File: src/rtl/pickup_tracker_pkg.sv
// Shared types and helpers for the multi-item pickup tracker.
package pickup_tracker_pkg;

    typedef enum logic [1:0] {PK_VISIBLE, PK_DWELL, PK_HIDDEN} pickup_state_t;

    localparam int DEF_ITEM_W = 24;
    localparam int DEF_ITEM_H = 24;

    // Channel count is capped at 8, so an 8-bit popcount covers every build.
    function automatic logic [3:0] popcount8(input logic [7:0] v);
        logic [3:0] c;
        c = '0;
        for (int b = 0; b < 8; b++) begin
            c = c + 4'(v[b]);
        end
        return c;
    endfunction

endpackage

File: src/rtl/pickup_tracker_if.sv
// Player position bundle: top-left x/y of the player sprite.
interface pos_if #(
    parameter int POS_W = 12
);
    logic [POS_W-1:0] x;
    logic [POS_W-1:0] y;

    modport master (output x, output y);
    modport slave  (input x, input y);
endinterface

File: src/rtl/pickup_tracker_channel.sv
// One collectible: dwell debounce, idle-timeout relocate and respawn delay.
module pickup_channel
    import pickup_tracker_pkg::*;
#(
    parameter int DWELL_CYCLES   = 10_000,
    parameter int TIMEOUT_CYCLES = 1_300_000_000,
    parameter int RESPAWN_CYCLES = 65_000_000
)(
    input  logic clk,
    input  logic rst,
    input  logic game_rst,
    input  logic i_overlap,
    output logic o_take_nxt,
    output logic o_visible,
    output logic o_taken,
    output logic o_relocate
);
    localparam int DW = $clog2(DWELL_CYCLES + 1);
    localparam int TW = $clog2(TIMEOUT_CYCLES + 1);
    localparam int HW = $clog2(RESPAWN_CYCLES + 1);
    localparam logic [DW-1:0] DWELL_MAX = DW'(DWELL_CYCLES);
    localparam logic [TW-1:0] TMO_LAST  = TW'(TIMEOUT_CYCLES - 1);
    localparam logic [HW-1:0] HIDE_LAST = HW'(RESPAWN_CYCLES - 1);

    pickup_state_t r_state;
    logic [DW-1:0] r_dwell;
    logic [TW-1:0] r_tmo;
    logic [HW-1:0] r_hide;

    // Exposed early so the top can score takes on the same edge they register.
    assign o_take_nxt = (r_state == PK_DWELL) && i_overlap && (r_dwell >= DWELL_MAX);

    always_ff @(posedge clk) begin
        if (!rst || game_rst) begin
            r_state    <= PK_VISIBLE;
            r_dwell    <= '0;
            r_tmo      <= '0;
            r_hide     <= '0;
            o_visible  <= 1'b1;
            o_taken    <= 1'b0;
            o_relocate <= 1'b0;
        end else begin
            o_taken    <= 1'b0;
            o_relocate <= 1'b0;
            unique case (r_state)
                PK_VISIBLE: begin
                    if (i_overlap) begin
                        r_state <= PK_DWELL;
                        r_dwell <= DW'(1);
                        r_tmo   <= '0;
                    end else if (r_tmo == TMO_LAST) begin
                        o_relocate <= 1'b1;
                        r_tmo      <= '0;
                    end else begin
                        r_tmo <= r_tmo + TW'(1);
                    end
                end
                PK_DWELL: begin
                    if (!i_overlap) begin
                        r_state <= PK_VISIBLE;
                        r_dwell <= '0;
                        r_tmo   <= '0;
                    end else if (o_take_nxt) begin
                        r_state   <= PK_HIDDEN;
                        r_dwell   <= '0;
                        r_hide    <= '0;
                        o_taken   <= 1'b1;
                        o_visible <= 1'b0;
                    end else begin
                        r_dwell <= r_dwell + DW'(1);
                    end
                end
                PK_HIDDEN: begin
                    if (r_hide == HIDE_LAST) begin
                        r_state    <= PK_VISIBLE;
                        r_hide     <= '0;
                        o_relocate <= 1'b1;
                        o_visible  <= 1'b1;
                    end else begin
                        r_hide <= r_hide + HW'(1);
                    end
                end
                default: r_state <= PK_VISIBLE;
            endcase
        end
    end

endmodule

File: src/rtl/pickup_tracker.sv
// N-channel pickup tracker: per-item hitbox test, channel FSMs, shared score and goal pulse.
module pickup_tracker
    import pickup_tracker_pkg::*;
#(
    parameter int N_ITEMS        = 4,
    parameter int POS_W          = 12,
    parameter int PLAYER_W       = 32,
    parameter int PLAYER_H       = 32,
    parameter int ITEM_W         = DEF_ITEM_W,
    parameter int ITEM_H         = DEF_ITEM_H,
    parameter int MARGIN         = 5,
    parameter int DWELL_CYCLES   = 10_000,
    parameter int TIMEOUT_CYCLES = 1_300_000_000,
    parameter int RESPAWN_CYCLES = 65_000_000,
    parameter int GOAL           = 10
)(
    input  logic                     clk,
    input  logic                     rst,
    input  logic                     game_rst,
    pos_if.slave                     playerpos,
    input  logic [N_ITEMS*POS_W-1:0] item_x,
    input  logic [N_ITEMS*POS_W-1:0] item_y,
    output logic [N_ITEMS-1:0]       item_visible,
    output logic [N_ITEMS-1:0]       taken,
    output logic [N_ITEMS-1:0]       relocate_req,
    output logic [7:0]               score,
    output logic                     goal_reached
);
    // Extra headroom so coordinate + box size never wraps in the compares.
    localparam int EW = POS_W + 16;
    localparam logic [8:0] GOAL9 = 9'(GOAL);

    logic [EW-1:0]      w_px;
    logic [EW-1:0]      w_py;
    logic [N_ITEMS-1:0] w_overlap;
    logic [N_ITEMS-1:0] w_take_nxt;
    logic [7:0]         r_score;
    logic               r_goal;

    assign w_px = EW'(playerpos.x);
    assign w_py = EW'(playerpos.y);

    for (genvar i = 0; i < N_ITEMS; i++) begin : g_chan
        logic [EW-1:0] w_ix;
        logic [EW-1:0] w_iy;
        assign w_ix = EW'(item_x[i*POS_W +: POS_W]);
        assign w_iy = EW'(item_y[i*POS_W +: POS_W]);
        assign w_overlap[i] = (w_px < w_ix + EW'(ITEM_W - MARGIN)) &&
                              (w_ix + EW'(MARGIN) < w_px + EW'(PLAYER_W)) &&
                              (w_py < w_iy + EW'(ITEM_H - MARGIN)) &&
                              (w_iy + EW'(MARGIN) < w_py + EW'(PLAYER_H));

        pickup_channel #(
            .DWELL_CYCLES   (DWELL_CYCLES),
            .TIMEOUT_CYCLES (TIMEOUT_CYCLES),
            .RESPAWN_CYCLES (RESPAWN_CYCLES)
        ) u_chan (
            .clk        (clk),
            .rst        (rst),
            .game_rst   (game_rst),
            .i_overlap  (w_overlap[i]),
            .o_take_nxt (w_take_nxt[i]),
            .o_visible  (item_visible[i]),
            .o_taken    (taken[i]),
            .o_relocate (relocate_req[i])
        );
    end

    // Returns {goal_hit, new_score}; overflow past GOAL carries into the next round.
    function automatic logic [8:0] score_step(input logic [7:0] s, input logic [3:0] k);
        logic [8:0] sum;
        sum = {1'b0, s} + {5'b0, k};
        if (sum >= GOAL9) begin
            return {1'b1, 8'(sum - GOAL9)};
        end
        return {1'b0, sum[7:0]};
    endfunction

    always_ff @(posedge clk) begin
        if (!rst || game_rst) begin
            r_score <= '0;
            r_goal  <= 1'b0;
        end else begin
            {r_goal, r_score} <= score_step(r_score, popcount8(8'(w_take_nxt)));
        end
    end

    assign score        = r_score;
    assign goal_reached = r_goal;

endmodule

File: src/flat_wrapper.sv
// flat-port wrapper written by rule: the top's interface ports become plain ports
module pickup_tracker_flat import pickup_tracker_pkg::*;
#(
    parameter int N_ITEMS        = 4,
    parameter int POS_W          = 12,
    parameter int PLAYER_W       = 32,
    parameter int PLAYER_H       = 32,
    parameter int ITEM_W         = DEF_ITEM_W,
    parameter int ITEM_H         = DEF_ITEM_H,
    parameter int MARGIN         = 5,
    parameter int DWELL_CYCLES   = 10_000,
    parameter int TIMEOUT_CYCLES = 1_300_000_000,
    parameter int RESPAWN_CYCLES = 65_000_000,
    parameter int GOAL           = 10
)
  (clk, rst, game_rst, item_x, item_y, item_visible, taken, relocate_req, score, goal_reached, playerpos_x, playerpos_y);
  pos_if #(.POS_W(POS_W)) playerpos_i ();
  input  logic clk;
  input  logic rst;
  input  logic game_rst;
  input  logic [N_ITEMS*POS_W-1:0] item_x;
  input  logic [N_ITEMS*POS_W-1:0] item_y;
  output logic [N_ITEMS-1:0] item_visible;
  output logic [N_ITEMS-1:0] taken;
  output logic [N_ITEMS-1:0] relocate_req;
  output logic [7:0] score;
  output logic goal_reached;
  input wire logic [$bits(playerpos_i.x)-1:0] playerpos_x;
  input wire logic [$bits(playerpos_i.y)-1:0] playerpos_y;
  assign playerpos_i.x = playerpos_x;
  assign playerpos_i.y = playerpos_y;
  pickup_tracker #(.N_ITEMS(N_ITEMS), .POS_W(POS_W), .PLAYER_W(PLAYER_W), .PLAYER_H(PLAYER_H), .ITEM_W(ITEM_W), .ITEM_H(ITEM_H), .MARGIN(MARGIN), .DWELL_CYCLES(DWELL_CYCLES), .TIMEOUT_CYCLES(TIMEOUT_CYCLES), .RESPAWN_CYCLES(RESPAWN_CYCLES), .GOAL(GOAL)) u_core (.clk(clk), .rst(rst), .game_rst(game_rst), .playerpos(playerpos_i), .item_x(item_x), .item_y(item_y), .item_visible(item_visible), .taken(taken), .relocate_req(relocate_req), .score(score), .goal_reached(goal_reached));
endmodule
File: config.mk
export PLATFORM = sky130hd
export DESIGN_NAME = pickup_tracker_flat
export DESIGN_NICKNAME = d
export VERILOG_FILES = /design/src/rtl/pickup_tracker_pkg.sv /design/src/rtl/pickup_tracker_if.sv /design/src/rtl/pickup_tracker_channel.sv /design/src/rtl/pickup_tracker.sv /design/src/flat_wrapper.sv
export SDC_FILE = /design/constraint.sdc
export NUM_CORES = 1
export LEC_CHECK = 0
export BUFFER_PORTS_ARGS = -buffer_cell sky130_fd_sc_hd__buf_2
export CAP_MARGIN = 15
export CORE_ASPECT_RATIO = 0.8
export CORE_MARGIN = 2
export CORE_UTILIZATION = 32
export CTS_CLUSTER_SIZE = 14
export DETAILED_ROUTE_END_ITERATION = 12
export GPL_ROUTABILITY_DRIVEN = 0
export GPL_TIMING_DRIVEN = 0
export PLACE_DENSITY_LB_ADDON = 0.1
export SLEW_MARGIN = 20
export SYNTH_ARGS = -nofsm -noshare
export SYNTH_HDL_FRONTEND = slang
export SYNTH_SLANG_ARGS = --single-unit
File: constraint.sdc
create_clock -name clk -period 7.04 [get_ports clk]
set_input_delay 1.408 -clock clk [delete_from_list [all_inputs] [get_ports clk]]
set_output_delay 1.408 -clock clk [all_outputs]
set_load 0.01 [all_outputs]
==> impl_results.md, run 1 <==
* FF-to-FF Start: u_core.g_chan[0].u_chan.r_dwell[4]$_SDFFE_PP0P_
* Synth Area in Compound Gates at 18.98%
* Detailed-route via count at roughly 22000
* Largest area contributor in the netlist: dfxtp_1
* Crit-path max FO at 4
* Detailed Route Iter0 Violations at between 1000 and 1500
* Adder-cell area share of the yosys netlist at 12.36%
* Crit path from: item_y[25]
* Hold-fix buffers at CTS at 0
* Slew @ Worst Pin at ~1100 ps
* Synthesis warning total at 0
* Core Box Area at slightly above 0.07 mm²
* Fin crit share at 99.57%
* Area growth, synth to finish at 15.58%
* Most common cell after layout, fill and taps aside: dfxtp_1
* Flops & latches, synth at 313
* Inst Count DP at 3971
* Async SR Flop Fraction at 0%
* Starting Density at around 33%
* Setup WS pre-CTS at -1786 ps
* Synth unique cells at 87
* Clk_skew at between 10 and 15 ps
* Crit. End Element: flop
* Min cycle time layout at 7010 ps
* FMAX at 0.1427 GHz
* Power Density at 181.0 mW/mm²
* Xor/xnor cell area share of the yosys netlist at 9.862%
* Maxcap violations at 0
* Wire length per cell at 17.73 µm
* Hold Crit Start: u_core.g_chan[0].u_chan.r_dwell[13]$_SDFFE_PP0P_
* Post-synth top area share at 27.24%
* Global-route wire length before repair at ~110 mm
* Post-Syn Nets at ~3300
* CTS tree: done
* Synth top area cells: dfxtp_1, ha_1, xor2_1
* Largest net degree at the start of global routing at 14
* RSZ-0062 raised after global routing: yes
* Clock sink count at 313
* Post-route setup slack at 30.04 ps
* Post-Route WL at between 70 and 80 mm
* Ys flop type: dfxtp_1
* Die height at 243.8 µm
* Hpwl dp at 54.37 mm
* Fin. max-slew vios at 0
* Sequential cell area fraction in the yosys report at 27.24%
* Final Hold Viols at 0
* Number of buffers added on ports at 112
* Post-route insts no fill at 4052
* Post-Synthesis Cells at 2925
* Io pins at 144
* Post-synth EDFFs at 0
* Worst skew pair latency at 520 ps
* Largest family of logic cells by synthesized area: simple AND/OR/NAND/NOR gates
* Final nets at 3441
* CTS buffer count at 35
* Leak at approximately 10 nW
* Worst-path clk slew at 60 ps
* Layout cells sized above 1 at 10.94%
* Depth of the CTS H-tree at 2
* Cell Area, Synth at 0.02300 mm²
* Chip width at slightly above 300 µm
* Final setup viols at 0
* Drt first pass iters at 5
* Vias/cell at 5.471
* Clock Tree Buf Depth at 3
* Mux contribution to synthesized area at 0.6147%
* # DRC at 0
* Vias in the first global route at 20890
* Tot GR Track Use at a little under a fifth
* Total die area at 0.07405 mm²
* Slew headroom at between 20 and 30%
* Setup CP Type: in2reg
* Synthesized area per cell at just under 8 µm²
* Area fraction in and, or, nand and nor cells after synthesis at 27.03%
* DRT antenna net count at 0
* Root buffer cell: clkbuf_16
* Commonest non-fill, non-tap cells in the layout: dfxtp_1, nor2_1, nand2_1
* HP Class: reg2reg
* Worst IR Drop VDD at 0.1382 mV
* Initial antenna violation count at 1
* Grt ovf at 0
* Setup crit start kind: input pin
* Data required time of the worst path at 7410 ps
* WP data arrival at about 7400 ps
* Core Rows at 87
* Outcome: completed
-- logic make-up after synthesis --
kind of cell	Yosys count
simple gates	1217
compound gates	681
flops	313
xor+xnor	259
fa+ha+maj	226
buf+inv	215
mux	14
-- layer usage --
metal	part of all wire, %	global-route usage, %	wire length, µm
met1	52	28.10	37190
met2	43	29.21	30720
met3	3.9	2.062	2788
met4	1.6	3.219	1137
met5	0	0	0
-- cells in the mapped netlist (all sizes together) (7+ instances only) --
master / count
o211ai: 20
and3b: 7
nand3b: 8
o31ai: 36
nor3: 65
and4: 20
and2: 29
nor2: 287
xor2: 152
a211oi: 23
nand3: 146
or4: 34
xnor2: 107
ha: 224
a221o: 16
or2: 14
o21ai: 156
nor4b: 9
nand2: 268
a31oi: 60
or3: 48
a21o: 24
a22o: 15
inv: 82
mux2i: 13
a211o: 9
dfxtp: 313
nor3b: 9
nand4: 76
nor2b: 16
a22oi: 8
o311ai: 7
nand2b: 37
and3: 87
clkbuf: 91
o2111ai: 26
a21oi: 208
buf: 42
nor4: 46
a41oi: 9
o21a: 14
-- cell type report --
type | instances | area [µm²]
Fill cell | 7373 | 44170
Inverter | 82 | 307.8
Clock buffer | 49 | 1021
Clock inverter | 13 | 142.6
Tap cell | 934 | 1169
Antenna cell | 1 | 2.502
Timing Repair Buffer | 131 | 747.0
Buffer | 132 | 603.1
Multi-Input combinational cell | 2397 | 16330
Sequential cell | 313 | 6266
-- metrics by stage --
step                      hold WS [ps]  utilization (%)  power [mW]  TNS, ps  area, µm²
after global placement           442.2            35.02       2.824   -12810      24780
after CTS                        471.3            37.27       4.845        0      26370
after floorplan                  427.2                -       2.523        0      23050
final                            471.4            37.57       4.812        0      26590
after detailed placement         451.3            35.02       2.848   -13340      24780
after global routing             488.0            37.57       5.076   -415.2      26590
-- final timing paths --
kind | to | slack, ps | depth (start not counted)
min | u_core.g_chan[0].u_chan.r_dwell[13]$_SDFFE_PP0P_ | 470 | 2
min reg2reg | u_core.g_chan[0].u_chan.r_dwell[13]$_SDFFE_PP0P_ | 470 | 2
max reg2reg | u_core.score[6]$_SDFF_PP0_ | 2100 | 21
max | u_core.score[6]$_SDFF_PP0_ | 30 | 26
-- state kept, by name, summed over array words and instances (netlist names) --
name                             flops
u_core.g_chan.u_chan.r_tmo         124
u_core.g_chan.u_chan.r_hide        104
u_core.g_chan.u_chan.r_dwell        56
u_core.g_chan.u_chan.r_state         8
u_core.score                         8
u_core.g_chan.u_chan.o_relocate      4
u_core.g_chan.u_chan.o_taken         4
u_core.g_chan.u_chan.o_visible       4
u_core.goal_reached                  1
-- critical path, stage by stage --
cell	delay (ps)
buf_6	100
ha_4	150
o2111ai_4	150
or2_4	310
nor2_4	80
xor2_1	160
ha_1	270
and4_4	220
a211oi_4	400
o41ai_4	210
a211o_4	380
or2_4	240
or3_4	440
fa_1	530
inv_2	50
ha_4	160
fa_2	360
buf_6	130
a21oi_4	170
o21ai_2	80
o31a_1	300
or4_4	500
nand3_2	100
mux2i_1	250
a21o_1	160
a21oi_2	50
-- where the power goes --
group	leakage, nW	total [mW]	switching, mW	internal, mW
combinational	6.91	1.09	0.649	0.438
sequential	2.52	1.82	0.0293	1.80
clock	0.578	1.90	0.777	1.12
total	10.0	4.81	1.46	3.36
-- what timing repair did --
action / 4_1_cts / 5_1_grt
gates resized for setup: 75 / 47
pin swaps: 20 / 29
setup endpoints to repair: 8 / 8
setup buffers: 12 / 7
endpoints found under the hold margin: 0 / 0
(Power assumes the default switching activity.)
==> run 2, diff against run 1 <==
- RECOVER_POWER: default -> 50
==> run 2 against run 1 <==
The run now ends with negative setup slack left. Wire length barely moved. Clock skew about the same. Non-clock buffer count unchanged. Sequential cell count did not move. Register-to-register slack barely moved. Final cell count is the same. Fmax down 0.55%. First-iteration DRC count increased by 2.2%. Critical path depth unchanged. Global-route usage is the same. Clock-buffer cell count is the same. Critical path type unchanged. Critical endpoint unchanged. Largest cell class unchanged. Largest power group unchanged.
==> impl_results.md, run 2 (synthesis gave the netlist of run 1 again) <==
* Crit-path max FO at 4
* Vias in the first global route at about 21000
* Core Box Area at 0.07076 mm²
* Die height at 243.8 µm
* Layout cells sized above 1 at 10.33%
* Combinational share of power at between 20% and 30%
* Crit path from: item_y[25]
* Largest Register: u_core.g_chan.u_chan.r_tmo
* Failing checks: negative setup slack
* Post-Route WL at 71.85 mm
* Inst Count DP at 3971
* Chip width at 303.8 µm
* Outcome: complete, but fails checks
* FMAX at 0.1419 GHz
* Hold_ws at 468.1 ps
* Power Density at 181.1 mW/mm²
* Setup CP Type: in2reg
* Wire length per cell at 17.73 µm
* Net Sw Frac at 30.29%
* CTS tree: done
* Root buffer cell: clkbuf_16
* FF-to-FF Start: u_core.g_chan[0].u_chan.r_dwell[4]$_SDFFE_PP0P_
* Worst skew pair latency at 520 ps
* CTS buffer count at 35
* Commonest non-fill, non-tap cells in the layout: dfxtp_1, nor2_1, nand2_1
* Most common cell after layout, fill and taps aside: dfxtp_1
* Sequential Power Share at 38.0%
* # DRC at 0
* Pwr Total at just under 5 mW
* Fin. max-slew vios at 0
* Largest register FFs at 124
* Hold-fix buffers at CTS at 0
* Multi-input gate area at between 0.015 and 0.02 mm²
* R2r setup slk at 2090 ps
* DRT antenna net count at 0
* Hpwl dp at 54.37 mm
* Io pins at 144
* Crit path capture: u_core.score[6]$_SDFF_PP0_
* Data required time of the worst path at 7410 ps
* Clock network power share at just under 40%
* Final core utilization at 37.53%
* Detailed Route Iter0 Violations at 1447
* Clock sink count at 313
* Initial antenna violation count at 1
* Clk_skew at 12.94 ps
* Largest net degree at the start of global routing at 14
* Depth of the CTS H-tree at 2
* Fin crit share at 100.1%
* Vias/cell at ~5.5
* Tot GR Track Use at 18.82%
* Reg2reg end: u_core.score[6]$_SDFF_PP0_
* WP data arrival at 7420 ps
* Leak at ~9.9 nW
* Slew headroom at 29.28%
* Fill cell count at approximately 7400
* NetSw at 1.456 mW
* Maxcap violations at 0
* Clock Tree Buf Depth at 3
* FF/Latch Area at 0.006266 mm²
* Setup tns final at -8.526 ps
* Starting Density at 32.51%
* Slew @ Worst Pin at 1061 ps
* Setup crit start kind: input pin
* Core Rows at 87
* Post-route setup slack at -8.526 ps
* Final Hold Viols at 0
* Cell Int Power at 3.352 mW
* Global-route wire length before repair at 114.4 mm
* Drt first pass iters at 5
* Largest registers: u_core.g_chan.u_chan.r_tmo x124, u_core.g_chan.u_chan.r_hide x104, u_core.g_chan.u_chan.r_dwell x56
* RSZ-0062 raised after global routing: yes
* HP Class: reg2reg
* Total die area at 0.07405 mm²
* Reg2reg path depth at 21
* Number of buffers added on ports at roughly 110
* Final nets at between 3000 and 4000
* Area growth, synth to finish at 15.45%
* Detailed-route via count at 22160
* Worst-path clk slew at 60 ps
* Post-route insts no fill at 4052
* Final setup viols at 1
* Grt ovf at 0
* Min cycle time layout at between 7000 and 8000 ps
* Worst IR Drop VDD at between 0.1 and 0.15 mV
* Crit. End Element: flop
## run 2: metal layers
| metal | global-route usage (%) | share of wire [%] | vias to the layer above | wire [µm] |
|---|---|---|---|---|
| met3 | 2.062 | 3.8 | 69 | 2749 |
| met5 | 0 | 0 | - | 0 |
| li1 | - | - | 11060 | - |
| met2 | 29.21 | 43 | 406 | 30790 |
| met1 | 28.10 | 52 | 10620 | 37190 |
| met4 | 3.219 | 1.6 | 0 | 1118 |
## run 2: power groups by stage
stage	clock (mW)	combinational [mW]	sequential, mW
4_1_cts	1.96	1.06	1.82
6_report	1.90	1.08	1.83
5_1_grt	2.04	1.20	1.83
2_1_floorplan	0	0.661	1.86
3_5_place_dp	0	0.984	1.86
3_3_place_gp	0	0.960	1.86
## run 2: stage by stage
| step | setup WS [ps] | area, µm² |
|---|---|---|
| detailed placement | -1786 | 24780 |
| global route | -81.81 | 26560 |
| finish | -8.526 | 26560 |
| CTS | 31.30 | 26370 |
| floorplan | 48.57 | 23050 |
| global placement | -1704 | 24780 |
## run 2: how the worst min path moves through the flow
| stage | startpoint | to | slack (ps) | depth (start not counted) |
|---|---|---|---|---|
| final | u_core.g_chan[0].u_chan.r_dwell[13]$_SDFFE_PP0P_ | u_core.g_chan[0].u_chan.r_dwell[13]$_SDFFE_PP0P_ | 470 | 2 |
| after CTS | u_core.g_chan[3].u_chan.r_tmo[22]$_SDFFE_PP0P_ | u_core.g_chan[3].u_chan.r_tmo[22]$_SDFFE_PP0P_ | 470 | 1 |
| after floorplan | u_core.g_chan[3].u_chan.o_visible$_SDFFE_PP1P_ | u_core.g_chan[3].u_chan.o_visible$_SDFFE_PP1P_ | 430 | 1 |
| after detailed placement | u_core.g_chan[2].u_chan.o_visible$_SDFFE_PP1P_ | u_core.g_chan[2].u_chan.o_visible$_SDFFE_PP1P_ | 450 | 1 |
| after global routing | u_core.g_chan[0].u_chan.r_dwell[13]$_SDFFE_PP0P_ | u_core.g_chan[0].u_chan.r_dwell[13]$_SDFFE_PP0P_ | 490 | 2 |
| after global placement | u_core.g_chan[2].u_chan.o_visible$_SDFFE_PP1P_ | u_core.g_chan[2].u_chan.o_visible$_SDFFE_PP1P_ | 440 | 1 |
## run 2: critical path: stages
cell and delay (ps):
buf_6 100, ha_4 150, o2111ai_4 150, or2_4 310
nor2_4 90, xor2_1 160, ha_1 270, and4_4 220
a211oi_4 420, o41ai_4 220, a211o_4 380, or2_4 240
or3_4 440, fa_1 530, inv_2 50, ha_4 160
fa_2 360, buf_6 130, a21oi_4 170, o21ai_2 80
o31a_1 300, or4_4 500, nand3_2 100, mux2i_1 250
a21o_1 160, a21oi_2 50
## run 2: final cells by class
class / instances / area share, %
repair buffers: 131 / 2.723
multi-input cells: 2397 / 61.47
inverters: 82 / 1.159
plain buffers: 132 / 2.257
clock inverters: 13 / 0.5371
well taps: 934 / 4.400
flip-flops and latches: 313 / 23.59
clock buffers: 49 / 3.845
diodes: 1 / 0.009423
## run 2: repair_timing
| action | CTS | global route |
|---|---|---|
| setup endpoints to repair | 8 | 8 |
| buffers inserted | 12 | 7 |
| gates resized for setup | 75 | 47 |
| pin swaps | 20 | 29 |
